[src/rtl/led_matrix_pkg.sv]
// Shared LED-matrix types and constants, used by the frame buffer and the row scanner.
package led_matrix_pkg;

  localparam int LED_ROWS = 8;
  localparam int LED_COLS = 8;

  typedef logic [2:0]          row_idx_t;
  typedef logic [LED_COLS-1:0] row_bits_t;

  typedef enum logic {
    SWP_IDLE,
    SWP_PENDING
  } swap_state_t;

  // Blank a row bitmap when the blink mask is active.
  function automatic row_bits_t apply_blink(row_bits_t bits, logic blank);
    return blank ? '0 : bits;
  endfunction

endpackage

[src/rtl/led_blink_div.sv]
// Free-running blink divider; raw_phase flips every time the divider wraps to zero.
module led_blink_div #(
  parameter int BLINK_DIV_W = 25
) (
  input  logic clk,
  input  logic rst,
  output logic raw_phase
);

  localparam logic [BLINK_DIV_W-1:0] DIV_ONE = BLINK_DIV_W'(1);

  logic [BLINK_DIV_W-1:0] div_cnt;

  // Divider counts every clock; overflow back to zero is the intended wrap.
  always_ff @(posedge clk) begin
    if (rst) begin
      div_cnt   <= '0;
      raw_phase <= 1'b0;
    end else begin
      div_cnt <= div_cnt + DIV_ONE;
      if (&div_cnt) begin
        raw_phase <= ~raw_phase;
      end
    end
  end

endmodule

[src/rtl/led_frame_buffer.sv]
// Double-buffered 8x8 bitmap feeding the LED row scanner.
// Swaps and blink phase changes only take effect at scan frame boundaries.
//
//   state       | meaning
//   ------------+---------------------------------------------------------
//   SWP_IDLE    | no swap requested; back bank accepts writes
//   SWP_PENDING | swap requested; waiting for scan_frame_end, writes dropped
module led_frame_buffer
  import led_matrix_pkg::*;
#(
  parameter int BLINK_DIV_W = 25
) (
  input  logic      clk,
  input  logic      rst,
  input  logic      wr_en,
  input  row_idx_t  wr_row,
  input  row_bits_t wr_data,
  output logic      wr_ready,
  input  logic      swap_req,
  output logic      busy,
  output logic      swap_ack,
  input  row_idx_t  scan_row,
  input  logic      scan_frame_end,
  input  logic      blink_en,
  output row_bits_t row_data
);

  swap_state_t state_q, state_d;
  logic        swap_fire;
  logic        front_sel;
  logic        back_sel;
  logic        raw_phase;
  logic        eff_phase;
  row_bits_t   bank [2][LED_ROWS];

  assign busy     = (state_q == SWP_PENDING);
  assign wr_ready = ~busy;
  assign back_sel = ~front_sel;

  led_blink_div #(
    .BLINK_DIV_W(BLINK_DIV_W)
  ) u_blink_div (
    .clk       (clk),
    .rst       (rst),
    .raw_phase (raw_phase)
  );

  // Swap FSM next state; a request arriving with frame_end still waits a full frame.
  always_comb begin
    state_d   = state_q;
    swap_fire = 1'b0;
    case (state_q)
      SWP_IDLE: begin
        if (swap_req) begin
          state_d = SWP_PENDING;
        end
      end
      SWP_PENDING: begin
        if (scan_frame_end) begin
          state_d   = SWP_IDLE;
          swap_fire = 1'b1;
        end
      end
      default: state_d = SWP_IDLE;
    endcase
  end

  // Swap FSM state, displayed-bank select and the acknowledge pulse.
  always_ff @(posedge clk) begin
    if (rst) begin
      state_q   <= SWP_IDLE;
      front_sel <= 1'b0;
      swap_ack  <= 1'b0;
    end else begin
      state_q  <= state_d;
      swap_ack <= swap_fire;
      if (swap_fire) begin
        front_sel <= ~front_sel;
      end
    end
  end

  // Back-bank writes, refused while a swap is pending so the new frame stays intact.
  always_ff @(posedge clk) begin
    if (rst) begin
      for (int b = 0; b < 2; b++) begin
        for (int r = 0; r < LED_ROWS; r++) begin
          bank[b][r] <= '0;
        end
      end
    end else if (wr_en && !busy) begin
      bank[back_sel][wr_row] <= wr_data;
    end
  end

  // Blink phase latched only at frame end so a frame is never partly blanked.
  always_ff @(posedge clk) begin
    if (rst) begin
      eff_phase <= 1'b0;
    end else if (scan_frame_end) begin
      eff_phase <= raw_phase;
    end
  end

  // Registered front-bank read; the swap-edge read still sees the old front.
  always_ff @(posedge clk) begin
    if (rst) begin
      row_data <= '0;
    end else begin
      row_data <= apply_blink(bank[front_sel][scan_row], blink_en && eff_phase);
    end
  end

endmodule

[config.mk]
export PLATFORM = sky130hd
export DESIGN_NAME = led_frame_buffer
export DESIGN_NICKNAME = d
export VERILOG_FILES = /design/src/rtl/led_matrix_pkg.sv /design/src/rtl/led_blink_div.sv /design/src/rtl/led_frame_buffer.sv
export SDC_FILE = /design/constraint.sdc
export NUM_CORES = 1
export LEC_CHECK = 0
export CAP_MARGIN = 20
export CORE_MARGIN = 1
export CORE_UTILIZATION = 50
export DETAILED_ROUTE_END_ITERATION = 16
export GPL_TIMING_DRIVEN = 0
export PLACE_DENSITY = 0.71
export SLEW_MARGIN = 15
export SYNTH_ARGS = -nofsm -noshare
export SYNTH_HDL_FRONTEND = slang
export SYNTH_SLANG_ARGS = --single-unit
[constraint.sdc]
create_clock -name clk -period 2.9 [get_ports clk]
set_clock_uncertainty 0.2 [all_clocks]
set_input_delay 0.58 -clock clk [delete_from_list [all_inputs] [get_ports clk]]
set_output_delay 0.58 -clock clk [all_outputs]
set_load 0.01 [all_outputs]
* Word level (Yosys, flattened, before mapping) *
Memories as Yosys holds them, arrays and structs flattened. A register that Yosys moved wholly into a read port is not among the register bits.
Cells that the tools add are included.

storage, ports and cells
  bits of input ports = 20
  register bits = 38
  RAM bits = 128
  output and inout port bits = 11
  memories kept = 1

cells by class
  magnitude comparators = 3
  bitwise logic cells = 5
  mux-type cells = 20
  $add $sub $neg = 1
  reductions and logical operators = 7

memories
  memory  words  width  rd ports  clocked after memory_dff  write ports  line                    text
  bank    2      64     1         1                         2            led_frame_buffer.sv:34  row_bits_t bank [2][LED_ROWS];

operator list
  operator               count
  $mux 64                3
  $reduce_or 64->1       1
  $add 25x1->25 const B  1
  $reduce_and 25->1      1
  $bmux 8 s3             1
  $demux 8 s3            1
  $mux 8                 3
  $mux 1                 11
  $ge 4x4->1 const B     2
  $not 3->4              2
  $lt 4x1->1 const B     1
  $logic_and 1x1->1      3
  $not 1->1              3
  $pmux 1 s2             1
  $reduce_or 2->1        1
  $logic_not 1->1        1

* Longest topological paths before layout *
Gate-level depths: netlist (run 1).

  depth in word-level cells = 8
  mapped depth = 6

* By module *
Synthesis (run 1) repeated with hierarchy kept, for this count alone.

unflattened totals
  cells, all modules = 492
  area, all modules = 7338.3 um^2

by module, submodules not included
  module            area an instance (um^2)  cells an instance  seq. area each (um^2)  instances
  led_frame_buffer  6148.4                   360                4103.9                 1
  led_blink_div     1189.9                   132                520.5                  1

* Worst setup path before layout (run 1) *
No wires, ideal clock.

  path type = input to register
  from = in rst
  to = mem bank[1][56] (netlist bit) (enable)
  path slack = 0.565 ns
  arrival = 1.760 ns
  data required time = 2.325 ns
  stages = 4
  cell sequence = nor3b_1 > and2_0 > nand2_1 > o21bai_1

RTL lines
  element      line                    text
  from (decl)  led_frame_buffer.sv:14  input logic rst,
  to (decl)    led_frame_buffer.sv:34

==> flow_results.org, run 1 <==
** Setup path
- The largest individual stage delay along the critical path comes from the cell sky130_fd_sc_hd__clkdlybuf4s50_1.
- Counting cells, the worst reg-to-reg path comes to 4.
- CP most frequent cell :: sky130_fd_sc_hd__clkbuf_1
- Beginning of the worst register-to-register path :: busy
- Data arrival time of the worst path :: about 2700 ps
- Counting both buffers and inverters, the worst setup path holds a total of 3.
- The worst setup path is of the input port to flip-flop kind.
- Largest stage delay on the critical path :: 600 ps
- Startpoint class of the critical path :: input port
- STA classifies the critical path endpoint as a flip-flop.
- Traced cell by cell, the critical path runs through clkdlybuf4s50_1 > clkbuf_1 > clkbuf_1 > a21oi_1 > nor2_2.
- Reg2reg setup slack :: between 400 and 500 ps
- Grouping stages by cell kind, the critical path spends the most delay in buffers and inverters.
- Reg2Reg Capture Point :: bank[0][50]
- Crit path required time :: approximately 2800 ps
- Worst-path fanout max :: 10

** Yosys
- The Yosys step of the flow raised 0 warnings.
- Counting every net in the synthesized netlist gives 508.
- The netlist uses 38 different library cells.
- Averaged over all synthesized cells, the footprint is 14.4 sq um.
- After synthesis, flip-flops and latches occupy 65.9% of the total area.
- After synthesis the netlist holds a flip-flop and latch count of roughly 170.
- Synthesis produced a netlist whose cell count is around 500.
- Area of the mapped netlist :: 0.00702 sq mm

** Global route
- The first global-routing pass estimated around 24 mm of wire.
- The number of global-route vias before repair was between 4000 and 5000.
- Largest net degree at the start of global routing :: 17
- Number of antenna violations at the first check in global routing :: 0
- Total GRT Usage :: a little under a quarter
- The total overflow left after global routing is 0.

** Floorplanning
- Die span in y :: approximately 120 microns
- FP Rows :: 42
- Die Wd :: ~120 microns
- Initial standard-cell utilization of the core :: 52.2%
- 31 I/O pins were placed.
- The floorplan step defined a die boundary enclosing between 0.01 and 0.015 sq mm.
- The region available for standard cell placement spans around 0.013 sq mm.

** Flow run
- Max-cap violations in this run came to 0.

** Route
- Detailed Route WL :: 15.6 mm
- For this block, the initial DRC count from the detailed router was approximately 410.
- The final route contains roughly 4300 vias.
- The detail route stage leaves a number of antenna-violating nets equal to 0.
- Pre-antenna DRT Iters :: 6
- Remaining design rule violation count :: 0
- In the routed layout, each cell is associated on average with a via count of just under 6.
- After detailed routing, the average wire length per cell comes to ~22 microns.

** Final layout
- The post-route netlist has roughly 17% of its cells at a drive strength greater than 1.
- Diodes inserted :: 0
- From synthesis to final layout, the design area changed by 16.6%.
- In the final design database the tool counted 555 nets.

** Power
- Largest voltage drop on the vdd net :: between 0.0003 and 0.0004 V
- In this run the power density over the cells is around 650 mW/mm^2.
- For this design the static power due to leakage is ~2.9 nW.
- The completed layout was analyzed and its total power is about 0.0053 W.

** Placement
- GPL Wtd Cong :: 0.807
- HPWL Detailed :: 10.6 mm
- Buffers placed on the I/O ports in this run total 28.

** STA
- The number of failing hold endpoints at the final stage was 0.
- Min cycle time layout :: 2780 ps
- Actual transition at the worst max-transition pin :: roughly 1000 ps
- Setup repair after global routing could not meet its margin everywhere.
- In the finished design, the share of the clock period the worst path needs comes to roughly 96%.
- Setup violations remaining at the end of the flow were counted as 0.
- Setup TNS :: 0 ps
- Fmax :: ~360 MHz
- Measured against its own limit, the worst slew margin works out to about 33%.
- Number of max-slew violations in the final report :: 0

** Clock tree
- Clock network latency to the later pin of the worst-skew pair :: about 440 ps
- Buffer levels on the longest clock path :: 2
- Number of buffers added for setup after CTS :: 0
- Clk slew on worst S/H paths :: roughly 60 ps
- TritonCTS built the clock tree.
- In this run the number of H-tree levels came out at 4.
- Hold bufs inserted after CTS :: 0
- Counting every sink on the clock net gives roughly 170.
- Total CTS buffers :: 17
- Root buf cell :: sky130_fd_sc_hd__clkbuf_16

** Worst hold path
- Critical hold path startpoint :: u_blink_div.div_cnt[0]
- Hold Crit Depth :: 1
- Capture endpoint of the worst hold path :: u_blink_div.div_cnt[0]
- Path type of the worst min-delay path :: flip-flop to flip-flop

** Run status
- The flow ran to the end, and the final reports show no timing, DRC or antenna violations.
## routing by layer
layer | vias up | track usage (%) | wire length, microns
met1 | 2145 | 30.2 | 6540
met5 | - | 0 | 0
met4 | 0 | 9.49 | 420
met3 | 42 | 5.75 | 931
met2 | 164 | 38.0 | 7700
li1 | 1916 | - | -
## final cells by class
type,count,area (sq um)
Inverter,15,56.3
Multi-Input combinational cell,284,2320
Fill cell,1048,5270
Clock inverter,10,130
Sequential cell,167,4620
Clock buffer,22,454
Tap cell,176,220
Buffer,21,91.3
Timing Repair Buffer,28,280
## cell usage after synthesis
cell	number	share of area, %
sky130_fd_sc_hd__a21oi_1	16	1.1
sky130_fd_sc_hd__a31oi_1	3	0.27
sky130_fd_sc_hd__a41oi_1	1	0.12
sky130_fd_sc_hd__and2_0	1	0.089
sky130_fd_sc_hd__and2_1	57	5.1
sky130_fd_sc_hd__and3_1	1	0.089
sky130_fd_sc_hd__and4_1	3	0.37
sky130_fd_sc_hd__buf_1	2	0.11
sky130_fd_sc_hd__buf_2	10	0.71
sky130_fd_sc_hd__clkbuf_1	9	0.48
sky130_fd_sc_hd__dfxtp_1	39	11
sky130_fd_sc_hd__edfxtp_1	128	55
sky130_fd_sc_hd__ha_1	1	0.18
sky130_fd_sc_hd__inv_1	15	0.80
sky130_fd_sc_hd__mux2_2	2	0.32
sky130_fd_sc_hd__mux2i_1	17	2.4
sky130_fd_sc_hd__mux4_2	32	10
sky130_fd_sc_hd__nand2_1	19	1.0
sky130_fd_sc_hd__nand2b_1	3	0.27
sky130_fd_sc_hd__nand3_1	8	0.57
sky130_fd_sc_hd__nand4_1	6	0.53
sky130_fd_sc_hd__nand4_2	1	0.18
sky130_fd_sc_hd__nor2_1	41	2.2
sky130_fd_sc_hd__nor2b_1	3	0.27
sky130_fd_sc_hd__nor3_1	12	0.86
sky130_fd_sc_hd__nor3b_1	1	0.11
sky130_fd_sc_hd__nor4_1	1	0.089
sky130_fd_sc_hd__nor4bb_1	2	0.29
sky130_fd_sc_hd__o21ai_0	6	0.43
sky130_fd_sc_hd__o21bai_1	1	0.11
sky130_fd_sc_hd__o22ai_1	8	0.71
sky130_fd_sc_hd__o31ai_1	5	0.53
sky130_fd_sc_hd__or2_2	8	0.71
sky130_fd_sc_hd__or3_1	6	0.53
sky130_fd_sc_hd__or3_2	1	0.11
sky130_fd_sc_hd__or4_1	6	0.64
sky130_fd_sc_hd__xnor2_1	2	0.25
sky130_fd_sc_hd__xor2_1	10	1.2
## per-stage QoR
| stage | setup slack (ps) | hold WS [ps] | util, % | std cells | cell area [sq um] |
|---|---|---|---|---|---|
| 3_5_place_dp | -619 | 273 | 55.9 | 691 | 7520 |
| 4_1_cts | 76.9 | 288 | 60.4 | 723 | 8130 |
| 2_1_floorplan | 565 | 226 | - | 487 | 7020 |
| 5_1_grt | -13.6 | 313 | 60.8 | 723 | 8180 |
| 3_3_place_gp | -547 | 236 | 55.9 | 691 | 7520 |
| 6_report | 115 | 277 | 60.8 | 723 | 8180 |
## placed cells by master (no fill, tap or decap), types with 4 or more instances in the layout
cell	n
sky130_fd_sc_hd__edfxtp_1	128
sky130_fd_sc_hd__and2_1	57
sky130_fd_sc_hd__dfxtp_1	39
sky130_fd_sc_hd__nor2_1	33
sky130_fd_sc_hd__mux4_2	32
sky130_fd_sc_hd__clkdlybuf4s50_1	28
sky130_fd_sc_hd__nand2_1	19
sky130_fd_sc_hd__mux2i_1	17
sky130_fd_sc_hd__clkbuf_16	17
sky130_fd_sc_hd__a21oi_1	16
sky130_fd_sc_hd__inv_1	15
sky130_fd_sc_hd__clkbuf_1	13
sky130_fd_sc_hd__buf_2	10
sky130_fd_sc_hd__xor2_1	10
sky130_fd_sc_hd__nor3_1	9
sky130_fd_sc_hd__or2_2	8
sky130_fd_sc_hd__nand3_1	8
sky130_fd_sc_hd__o22ai_1	8
sky130_fd_sc_hd__nor2_2	6
sky130_fd_sc_hd__nand4_1	6
sky130_fd_sc_hd__o21ai_0	6
sky130_fd_sc_hd__or3_1	6
sky130_fd_sc_hd__or4_1	6
sky130_fd_sc_hd__o31ai_1	5
sky130_fd_sc_hd__clkinv_2	4
## logic make-up after synthesis
group           synth area share, %
buf+inv                        2.10
flops                          65.9
xor+xnor                       1.50
mux                            13.0
compound gates                 3.32
simple gates                   14.0
fa+ha+maj                     0.178
## where the power goes
group | internal (W) | leakage [nW] | switching [W]
sequential | 0.00268 | 1.64 | 0.0000321
combinational | 0.000150 | 1.01 | 0.000212
clock | 0.00137 | 0.285 | 0.000884
## sequential cells by signal (all words and copies together) (netlist names), named ones only
name / count
busy: 1
bank: 128
front_sel: 1
row_data: 8
u_blink_div.raw_phase: 1
eff_phase: 1
u_blink_div.div_cnt: 25
swap_ack: 1
## worst max path at each step
stage,start,end,slack [ps],cells past startpoint
5_1_grt,rst,bank[0][50],-10,5
6_report,rst,bank[1][54],120,5
3_5_place_dp,rst,bank[0][50],-620,5
4_1_cts,rst,bank[0][3],80,6
2_1_floorplan,rst,bank[1][56],570,4
3_3_place_gp,rst,bank[1][58],-550,5
## what timing repair did
action,in CTS,in global routing
gates cloned,0,0
endpoints found under the setup margin,56,72
resized for setup,7,12
(Power assumes the default switching activity.)
==> run 2, diff against run 1 <==
Settings changed: CORE_MARGIN 1 to 4, CTS_CLUSTER_SIZE from default to 16.
==> flow_results.org, run 2 (synthesized netlist as in run 1, its figures left out) <==
** STA
- Number of max-slew violations in the final report :: 0
- Final Hold Fails :: 0
- The worst pin sits at a relative slew slack of between 30% and 40%.
- The worst path uses a little over nine tenths of the clock period.
- After layout, the worst setup slack is 152 ps.
- Actual transition at the worst max-transition pin :: 990 ps
- RSZ-0062 raised after global routing :: false
- Total of endpoints with negative setup slack in the final report :: 0
- Static timing analysis puts the maximum clock frequency at about 360 MHz.
- Min cycle time layout :: 2750 ps

** Final layout
- The filler cells instantiated in the layout total approximately 1100.
- The post-route netlist has a little under a fifth of its cells at a drive strength greater than 1.
- Post-synthesis to final-layout area growth :: 16.6%
- The final layout contains between 500 and 600 nets.
- Cell Count, Final, Fillers Out :: roughly 730
- Commonest non-fill, non-tap cell in the layout :: sky130_fd_sc_hd__edfxtp_1
- The register with the most flip-flops in the layout has 128 of them.
- The largest registers in the layout are bank x128, u_blink_div.div_cnt x25, row_data x8.
- The repair_antennas step left the layout with diodes totalling 0.
- Register with the most flip-flops :: bank
- Commonest cells after routing, fill and taps aside :: 128 x sky130_fd_sc_hd__edfxtp_1, 57 x sky130_fd_sc_hd__and2_1, 39 x sky130_fd_sc_hd__dfxtp_1, 33 x sky130_fd_sc_hd__nor2_1, 32 x sky130_fd_sc_hd__mux4_2

** Power
- Leak :: ~3 nW
- Share of power burned in combinational logic :: under 10%
- In this run, flip-flops and latches consume between 50% and 60% of the power.
- The design draws ~0.0053 W.
- Power density normalized to cell area :: between 600 and 700 mW/mm^2
- Largest voltage drop on the vdd net :: 0.000392 V
- Sw Share :: between 20% and 30%
- Summed over all nets, the switching power comes to 0.00113 W.
- Pint :: between 0.004 and 0.005 W
- Fraction of power consumed by the clock network :: between 40% and 50%

** Placement
- The number of placed instances, taps included, is approximately 700.
- The count of buffers added on input and output ports is 28.
- Worst-case setup slack after placement :: -778 ps
- GPL Wtd Cong :: approximately 0.84
- HPWL Detailed :: ~11 mm

** Floorplanning
- Initial standard-cell utilization of the core :: slightly above 50%
- The floorplan step defined a die boundary enclosing around 0.016 sq mm.
- 31 I/O pins were placed.
- Core ar. :: approximately 0.014 sq mm
- Die Wd :: roughly 130 microns
- FP Rows :: 43
- From bottom edge to top edge, the die measures 126 microns.

** Setup path
- STA classifies the critical path startpoint as an input port.
- STA classifies the critical path endpoint as a flip-flop.
- The worst setup path is of the input port to flip-flop kind.
- Crit path required time :: ~2800 ps
- Reg2reg setup slack :: about 480 ps
- Data arrival time of the worst path :: ~2700 ps
- Worst-path fanout max :: 9

** Clock tree
- The clock passes through at most 2 buffers.
- The tree is rooted in a sky130_fd_sc_hd__clkbuf_16.
- Buffers inserted to repair hold after CTS numbered 0.
- TritonCTS built the clock tree.
- Clock latency on the worst-skew pair, taken at its later pin, is approximately 420 ps.
- Total CTS buffers :: 17
- The clock drives ~170 sinks.
- After clock tree synthesis, the setup repair step added 0 buffers.
- Clock-pin slew was measured on the worst setup and hold paths at 60 ps.
- The H-tree generated during clock tree synthesis spans 4 levels.

** Route
- For this run, the detailed router's first-pass iteration total came to 4.
- Remaining design rule violation count :: 0
- Drt first-iter violations :: 470
- Via count :: around 4300
- Summed over all layers, the routed wires come to between 15 and 20 mm.
- DR WL/cell :: approximately 22 microns
- Residual antenna-violating net count after detailed routing :: 0
- After detailed routing, the number of vias per cell comes to approximately 5.9.

** Global route
- The number of antenna violations at the first check in global routing is 0.
- Wire length of the first global-routing pass :: around 25 mm
- The total overflow left after global routing is 0.
- The number of global-route vias before repair is 4486.
- Total GRT Usage :: 21.3%
- Entering global routing, the biggest net connects 17 pins.

** Flow run
- Max-capacitance violation count :: 0

** Worst hold path
- Path type of the worst min-delay path :: flip-flop to flip-flop

** Run status
- Outcome :: completed
[run 2: area by class of cell]
cell class / count / area [sq um] / area share (%)
sequential: 167 / 4620 / 56.5
multi-input combinational: 284 / 2310 / 28.2
clock buffer: 24 / 493 / 6.02
timing repair buffer: 29 / 285 / 3.49
tap: 180 / 225 / 2.75
clock inverter: 8 / 95.1 / 1.16
buffer: 21 / 93.8 / 1.15
inverter: 15 / 56.3 / 0.688
[run 2: final timing paths]
check,start,end,cells after the start
worst max-delay path,rst,bank[0][29],6
worst min-delay path,u_blink_div.div_cnt[0],u_blink_div.div_cnt[0],1
worst max register to register,u_blink_div.div_cnt[0],u_blink_div.raw_phase,6
worst min register to register,u_blink_div.div_cnt[0],u_blink_div.div_cnt[0],1
[run 2: per-stage QoR]
| stage | utilization, % | cell area, sq um | TNS [ps] | hold WS (ps) |
|---|---|---|---|---|
| global route | 59.2 | 8190 | 0 | 310 |
| global placement | 54.4 | 7520 | -53840 | 236 |
| detailed placement | 54.4 | 7520 | -64450 | 265 |
| finish | 59.2 | 8190 | 0 | 280 |
| CTS | 58.8 | 8130 | -4140 | 279 |
| floorplan | - | 7020 | 0 | 226 |
[run 2: worst max-delay path: stages]
cell and delay, ps:
sky130_fd_sc_hd__clkdlybuf4s50_1 520, sky130_fd_sc_hd__nor4bb_1 290, sky130_fd_sc_hd__buf_2 260, sky130_fd_sc_hd__nand2_1 180
sky130_fd_sc_hd__nor3_4 430, sky130_fd_sc_hd__or2_2 380
[run 2: timing repair]
item,4_1_cts,5_1_grt
setup endpoints to repair,64,112
resized for setup,6,15
endpoints found under the hold margin,0,0
[run 2: routing by layer]
| layer | wire length [microns] | track usage (%) | up-vias | part of all wire, % |
|---|---|---|---|---|
| met3 | 1260 | 3.49 | 26 | 7.8 |
| li1 | - | - | 1918 | - |
| met5 | 0 | 0 | - | 0 |
| met2 | 8250 | 35.7 | 217 | 51 |
| met4 | 325 | 7.44 | 0 | 2.0 |
| met1 | 6450 | 28.5 | 2168 | 40 |
[run 2: power groups by stage]
stage               combinational, W  sequential (W)  clock (W)
finish                      0.000366         0.00272    0.00224
global route                0.000390         0.00272    0.00236
CTS                         0.000362         0.00272    0.00224
detailed placement          0.000359         0.00277          0
global placement            0.000352         0.00276          0
floorplan                   0.000203         0.00276          0
==> run 3, diff against run 2 <==
Settings changed: GPL_TIMING_DRIVEN 0 to default.
==> flow_results.org, run 3 (synthesized netlist as in run 1, its figures left out) <==
** Route
- The final layout contains routed wiring with a total length of between 15 and 20 mm.
- Remaining design rule violation count :: 0
- The count of nets left with antenna violations once routing finished came out at 0.
- Dividing the detail-routed via count by the number of cells gives 5.72.
- The pre-antenna-repair detailed-routing pass consisted of 5 iterations.
- In the final routed layout, each cell accounts on average for roughly 22 microns.
- The detailed router finished its first iteration with just under 400 violations.
- Via count :: ~4200

** Global route
- Wire length of the first global-routing pass :: 25.3 mm
- Largest net degree at the start of global routing :: 35
- Total GRT Usage :: about 22%
- Number of antenna violations at the first check in global routing :: 0
- Total congestion overflow :: 0
- Number of global-route vias before repair :: approximately 4400

** Placement
- Once detailed placement completed, the half-perimeter wirelength came to 11.2 mm.
- The count of buffers added on input and output ports is 30.
- GPL Wtd Cong :: around 0.83
- At the placement stage, the worst setup path has a slack of about 100 ps.

** STA
- Actual transition at the worst max-transition pin :: around 640 ps
- Ratio of final minimum period to clock period :: between 80 and 90%
- Total of endpoints with negative setup slack in the final report :: 0
- Adding up every negative setup slack in the final design gives 0 ps.
- Final Hold Fails :: 0
- Worst-case headroom to the max-slew limit :: a little under three fifths
- Number of max-slew violations in the final report :: 0
- For this run, the top clock speed supported by timing is a little over 400 MHz.
- Min cycle time layout :: between 2000 and 2500 ps
- Worst Slack Setup Final :: 476 ps
- RSZ-0062 raised after global routing :: false

** Clock tree
- Number of buffers added for setup after CTS :: 0
- In this run, CTS created clock tree buffers numbering 17.
- Clock network latency to the later pin of the worst-skew pair :: between 400 and 500 ps
- Number of H-tree levels :: 4
- Hold bufs inserted after CTS :: 0
- Once the clock tree was built, the resizer swapped 0 gates to a different size.
- Buffer levels on the longest clock path :: 2
- CTS tree :: yes
- In this run the clock root is driven by a sky130_fd_sc_hd__clkbuf_16.
- After clock tree synthesis, the clock-pin slew on the worst setup and hold paths is ~60 ps.
- Sinks on the clock net :: ~170

** Power
- Largest voltage drop on the vdd net :: approximately 0.00044 V
- Net switching is 20.8% of the power.
- Share of power burned in combinational logic :: 7.1%
- The internal portion of the total power is between 0.004 and 0.005 W.
- Net Sw Power :: approximately 0.0011 W
- Power density normalized to cell area :: between 600 and 700 mW/mm^2
- Sequential share of power :: 50.4%
- For this design the static power due to leakage is between 3 and 4 nW.
- In this run, the clock network consumes between 40% and 50% of the power.

** Setup path
- CP endpoint kind :: flip-flop
- Data arrival time of the worst path :: ~2300 ps
- For the worst setup path, the data required time is 2810 ps.
- The worst setup path is launched from an input port.
- The critical path is of the input port to flip-flop type.
- Worst-path fanout max :: 8

** Floorplanning
- The die covers around 0.016 sq mm.
- Once the floorplan was initialized, standard cells occupied 50.8% of the core.
- Die Wd :: 126 microns
- Die span in y :: roughly 130 microns
- The core region is 0.0138 sq mm.
- In this run the core area contains 43 standard-cell rows.
- I/O Pins :: 31

** Flow run
- Max-cap violations in this run came to 0.

** Final layout
- From synthesis to final layout, the design area changed by 18.9%.
- Leaving out fill and tap cells, the most frequent cell in the layout is sky130_fd_sc_hd__edfxtp_1.
- The library cells used most frequently in the layout, excluding fill and tap cells, are 128 x sky130_fd_sc_hd__edfxtp_1, 57 x sky130_fd_sc_hd__and2_1, 41 x sky130_fd_sc_hd__nor2_1, 38 x sky130_fd_sc_hd__dfxtp_1, 33 x sky130_fd_sc_hd__buf_4.
- Of the cells placed in the final design, the portion with a size suffix greater than 1 is a little under a fifth.
- The largest registers in the layout are bank x128, u_blink_div.div_cnt x25, row_data x8.
- 0 antenna diodes ended up in the layout.
- The register with the most flip-flops in the layout has between 100 and 150 of them.
- The layout has roughly 1100 filler cells.
- Nets :: 570
- Register with the most flip-flops :: bank

** Worst hold path
- The min-delay analysis places its worst path in the category flip-flop to flip-flop.

** Run status
- The flow ran to the end, and the final reports show no timing, DRC or antenna violations.
-- run 3: routing by layer --
layer / track usage, % / vias up / share of wire [%]
li1: - / 1945 / -
met1: 29.6 / 2110 / 42
met2: 33.6 / 167 / 48
met3: 5.35 / 20 / 7.1
met4: 7.95 / 0 / 2.4
met5: 0 / - / 0
-- run 3: final timing paths --
path                               start                      to  slack (ps)  cells after the start
setup / recovery                   wr_en             bank[0][37]         480                      5
hold / removal    u_blink_div.div_cnt[0]  u_blink_div.div_cnt[0]         260                      1
setup reg to reg  u_blink_div.div_cnt[0]   u_blink_div.raw_phase         640                      6
hold reg to reg   u_blink_div.div_cnt[0]  u_blink_div.div_cnt[0]         260                      1
-- run 3: power by group through the flow --
stage	clock network, W	registers, W	logic [W]
6_report	0.00229	0.00272	0.000383
5_1_grt	0.00242	0.00272	0.000413
2_1_floorplan	0	0.00276	0.000203
3_5_place_dp	0	0.00277	0.000386
3_3_place_gp	0	0.00276	0.000376
4_1_cts	0.00232	0.00272	0.000388
-- run 3: worst max-delay path, stage by stage --
cell	delay, ps
sky130_fd_sc_hd__clkdlybuf4s50_1	490
sky130_fd_sc_hd__nor3b_1	390
sky130_fd_sc_hd__nand2_1	220
sky130_fd_sc_hd__nor3_1	340
sky130_fd_sc_hd__or2_2	300
-- run 3: through the flow --
stage	util [%]	cells	cell area, sq um	total power [W]	hold WS [ps]
floorplan	-	487	7020	0.00296	226
global placement	55.8	710	7720	0.00314	236
detailed placement	55.8	710	7720	0.00315	250
CTS	60.3	741	8340	0.00542	265
global route	60.3	741	8340	0.00556	318
finish	60.3	741	8340	0.00538	264
-- run 3: final cells by class --
type                    instances  area (sq um)  share of cell area [%]
inverters                      15          56.3                   0.675
clock inverters                 4          21.3                   0.255
well taps                     180           225                    2.70
repair buffers                 64           568                    6.81
multi-input cells             284          2250                    26.9
flip-flops and latches        167          4630                    55.5
clock buffers                  27           599                    7.18
==> edit (settings of run 2) <==
`BLINK_DIV_W` is set to 25 in 2 places; all go to 50.
--- a/src/rtl/led_blink_div.sv
+++ b/src/rtl/led_blink_div.sv
@@ -2,3 +2,3 @@
 module led_blink_div #(
-  parameter int BLINK_DIV_W = 25
+  parameter int BLINK_DIV_W = 50
 ) (
--- a/src/rtl/led_frame_buffer.sv
+++ b/src/rtl/led_frame_buffer.sv
@@ -10,3 +10,3 @@
 #(
-  parameter int BLINK_DIV_W = 25
+  parameter int BLINK_DIV_W = 50
 ) (
Formal check against the unedited RTL: same outputs for any inputs over 4 cycles, from zero or initial values and one cycle with rst high; that may be too few to reach the edited logic, so the function may still have changed.
==> edit against run 2 <==
- maximum frequency down 2.0%
- combinational power rose by 17%
- routed wire length up 16%
- critical path type unchanged
- non-clock buffer count up 7
- largest cell class unchanged
- total power increased by 7.0%
- critical path depth unchanged
- worst setup slack got worse by 0.056 ns
- clock power is 2% lower
- highest routed layer unchanged
- synthesized area up 18%
- cell area rose by 17%
- sequential cell count rose by 25
- global-route usage up 0.13 points
==> edit: results (changes against run 2) <==
- Number of multi-input logic gates: 394 (+39%)
- Biggest regs: bank: 128 flops, u_blink_div.div_cnt: 50 flops, row_data: 8 flops
- Cts repair resizes: 15 (+9)
- Hpwl dp: 12.7 mm (+17%)
- Post-DP Area: 0.00883 sq mm (+17%)
- Psw: 1290 uW (+14%)
- First-pass GRT wire length: 29.3 mm (+15%)
- Synth unique cells: 41 (+7.9%)
- Pleak: 0.00341 uW (+16%)
- Slew margin rel.: 0.362 (+0.0244)
- Worst slack, placed: -0.801 ns (-0.0234 ns)
- Vias: 5257 (+21%)
- Worst reg2reg setup slack: 0.30 ns (-0.18 ns)
- Post-synth EDFFs: 128 (unchanged)
- DRT Pass-1 Iters: 5 (+1)
- Dominant cells by area after synthesis: edfxtp_1 46%, dfxtp_1 15%, mux4_2 8.7%
- Clock latency on the worst-skew pair: 0.44 ns (+0.02 ns)
- Area grow syn2layout: 15.6%
- Top cells by count, synth: 128 x edfxtp_1, 73 x and2_1, 64 x dfxtp_1
- Seq pwr share: 0.540 (+0.029)
- Clock power frac: 0.385 (-0.036)
- Slowest-stage cell, CP: a21oi_2
- Synthesized instance count: 617 (+27%)
- Fin cells: 898 (+23%)
- Post-layout minimum cycle time: 2.80 ns (+0.0559 ns)
- Count of non-CTS buffers in the layout: 57 (+14%)
- GPL Wtd Cong: 0.838 (-0.43%)
- Status: complete, no violations
- Layout clock buffer count: 19 (-21%)
- Core area: 0.0161 sq mm (+16%)
- Seq/Total Area, Yosys: 0.619 (-0.0396)
- Multi-input combinational cell area: 0.00313 sq mm (+35%)
- Non-clk invs: 8 (-7)
- Final clock-cell share: 0.0570 (-0.0148)
- Synth warnings: 0 (unchanged)
- CP arrival: 2.68 ns (+0.03 ns)
- Number of setup buffers added after CTS: 6 (+6)
- Iteration-0 DRC Markers: 389 (-17%)
- Share of cells above drive strength 1: 0.152 (-0.0282)
- WL final: 18.9 mm (+16%)
- FILL cells: 1215 (+15%)
- Hold WS: 0.275 ns (-0.00554 ns)
- Worst IR Drop VDD: 445 uV (+13%)
- All-Layer GR Usage: 0.215 (+0.00133)
- Nets: 691 (+24%)
- Syn Nets: 638 (+26%)
- #FFs+latches synth: 192 (+15%)
- Hold Path Class: register to register
- Placed instance count: 861 (+24%)
- Critical path fanouts, max: 10 (+1)
- Total gr overflow: 0 (unchanged)
- Vias in the first global route: 5396 (+20%)
- Buffering overhead: 0.0488 (+0.00247)
- Clock-net power: 2190 uW (-2%)
- Register Area: 0.00512 sq mm (+11%)
## edit: cell families (layout without fill, tap and decap cells)
logic type                 Yosys count  after routing  synth area share
AOI/OAI and AO/OA                   48             48            0.0316
xor gates and xnor gates            37             37            0.0392
adders and majority gates            1              1           0.00151
buffers and inverters               31             96            0.0145
DFF                                192            192             0.619
muxes                               49             49             0.108
and+or+nand+nor                    259            259             0.186
## edit: final timing paths
check	start	to	cells after the start
setup reg to reg	busy	bank[1][41]	5
setup / recovery	wr_en	bank[1][41]	6
hold / removal	u_blink_div.div_cnt[0]	u_blink_div.div_cnt[0]	1
hold reg to reg	u_blink_div.div_cnt[0]	u_blink_div.div_cnt[0]	1
## edit: critical path: cells and delay by family
kind            cells  cell delay [ns]
simple gates        1             0.25
buf+inv             3             1.16
compound gates      2             0.66
## edit: routing by layer
metal,vias to the layer above,wire length (um),GRT usage
li1,2406,-,-
met1,2616,7530,0.267
met2,192,9480,0.360
met3,43,1290,0.0518
met4,0,609,0.0901
met5,-,0,0
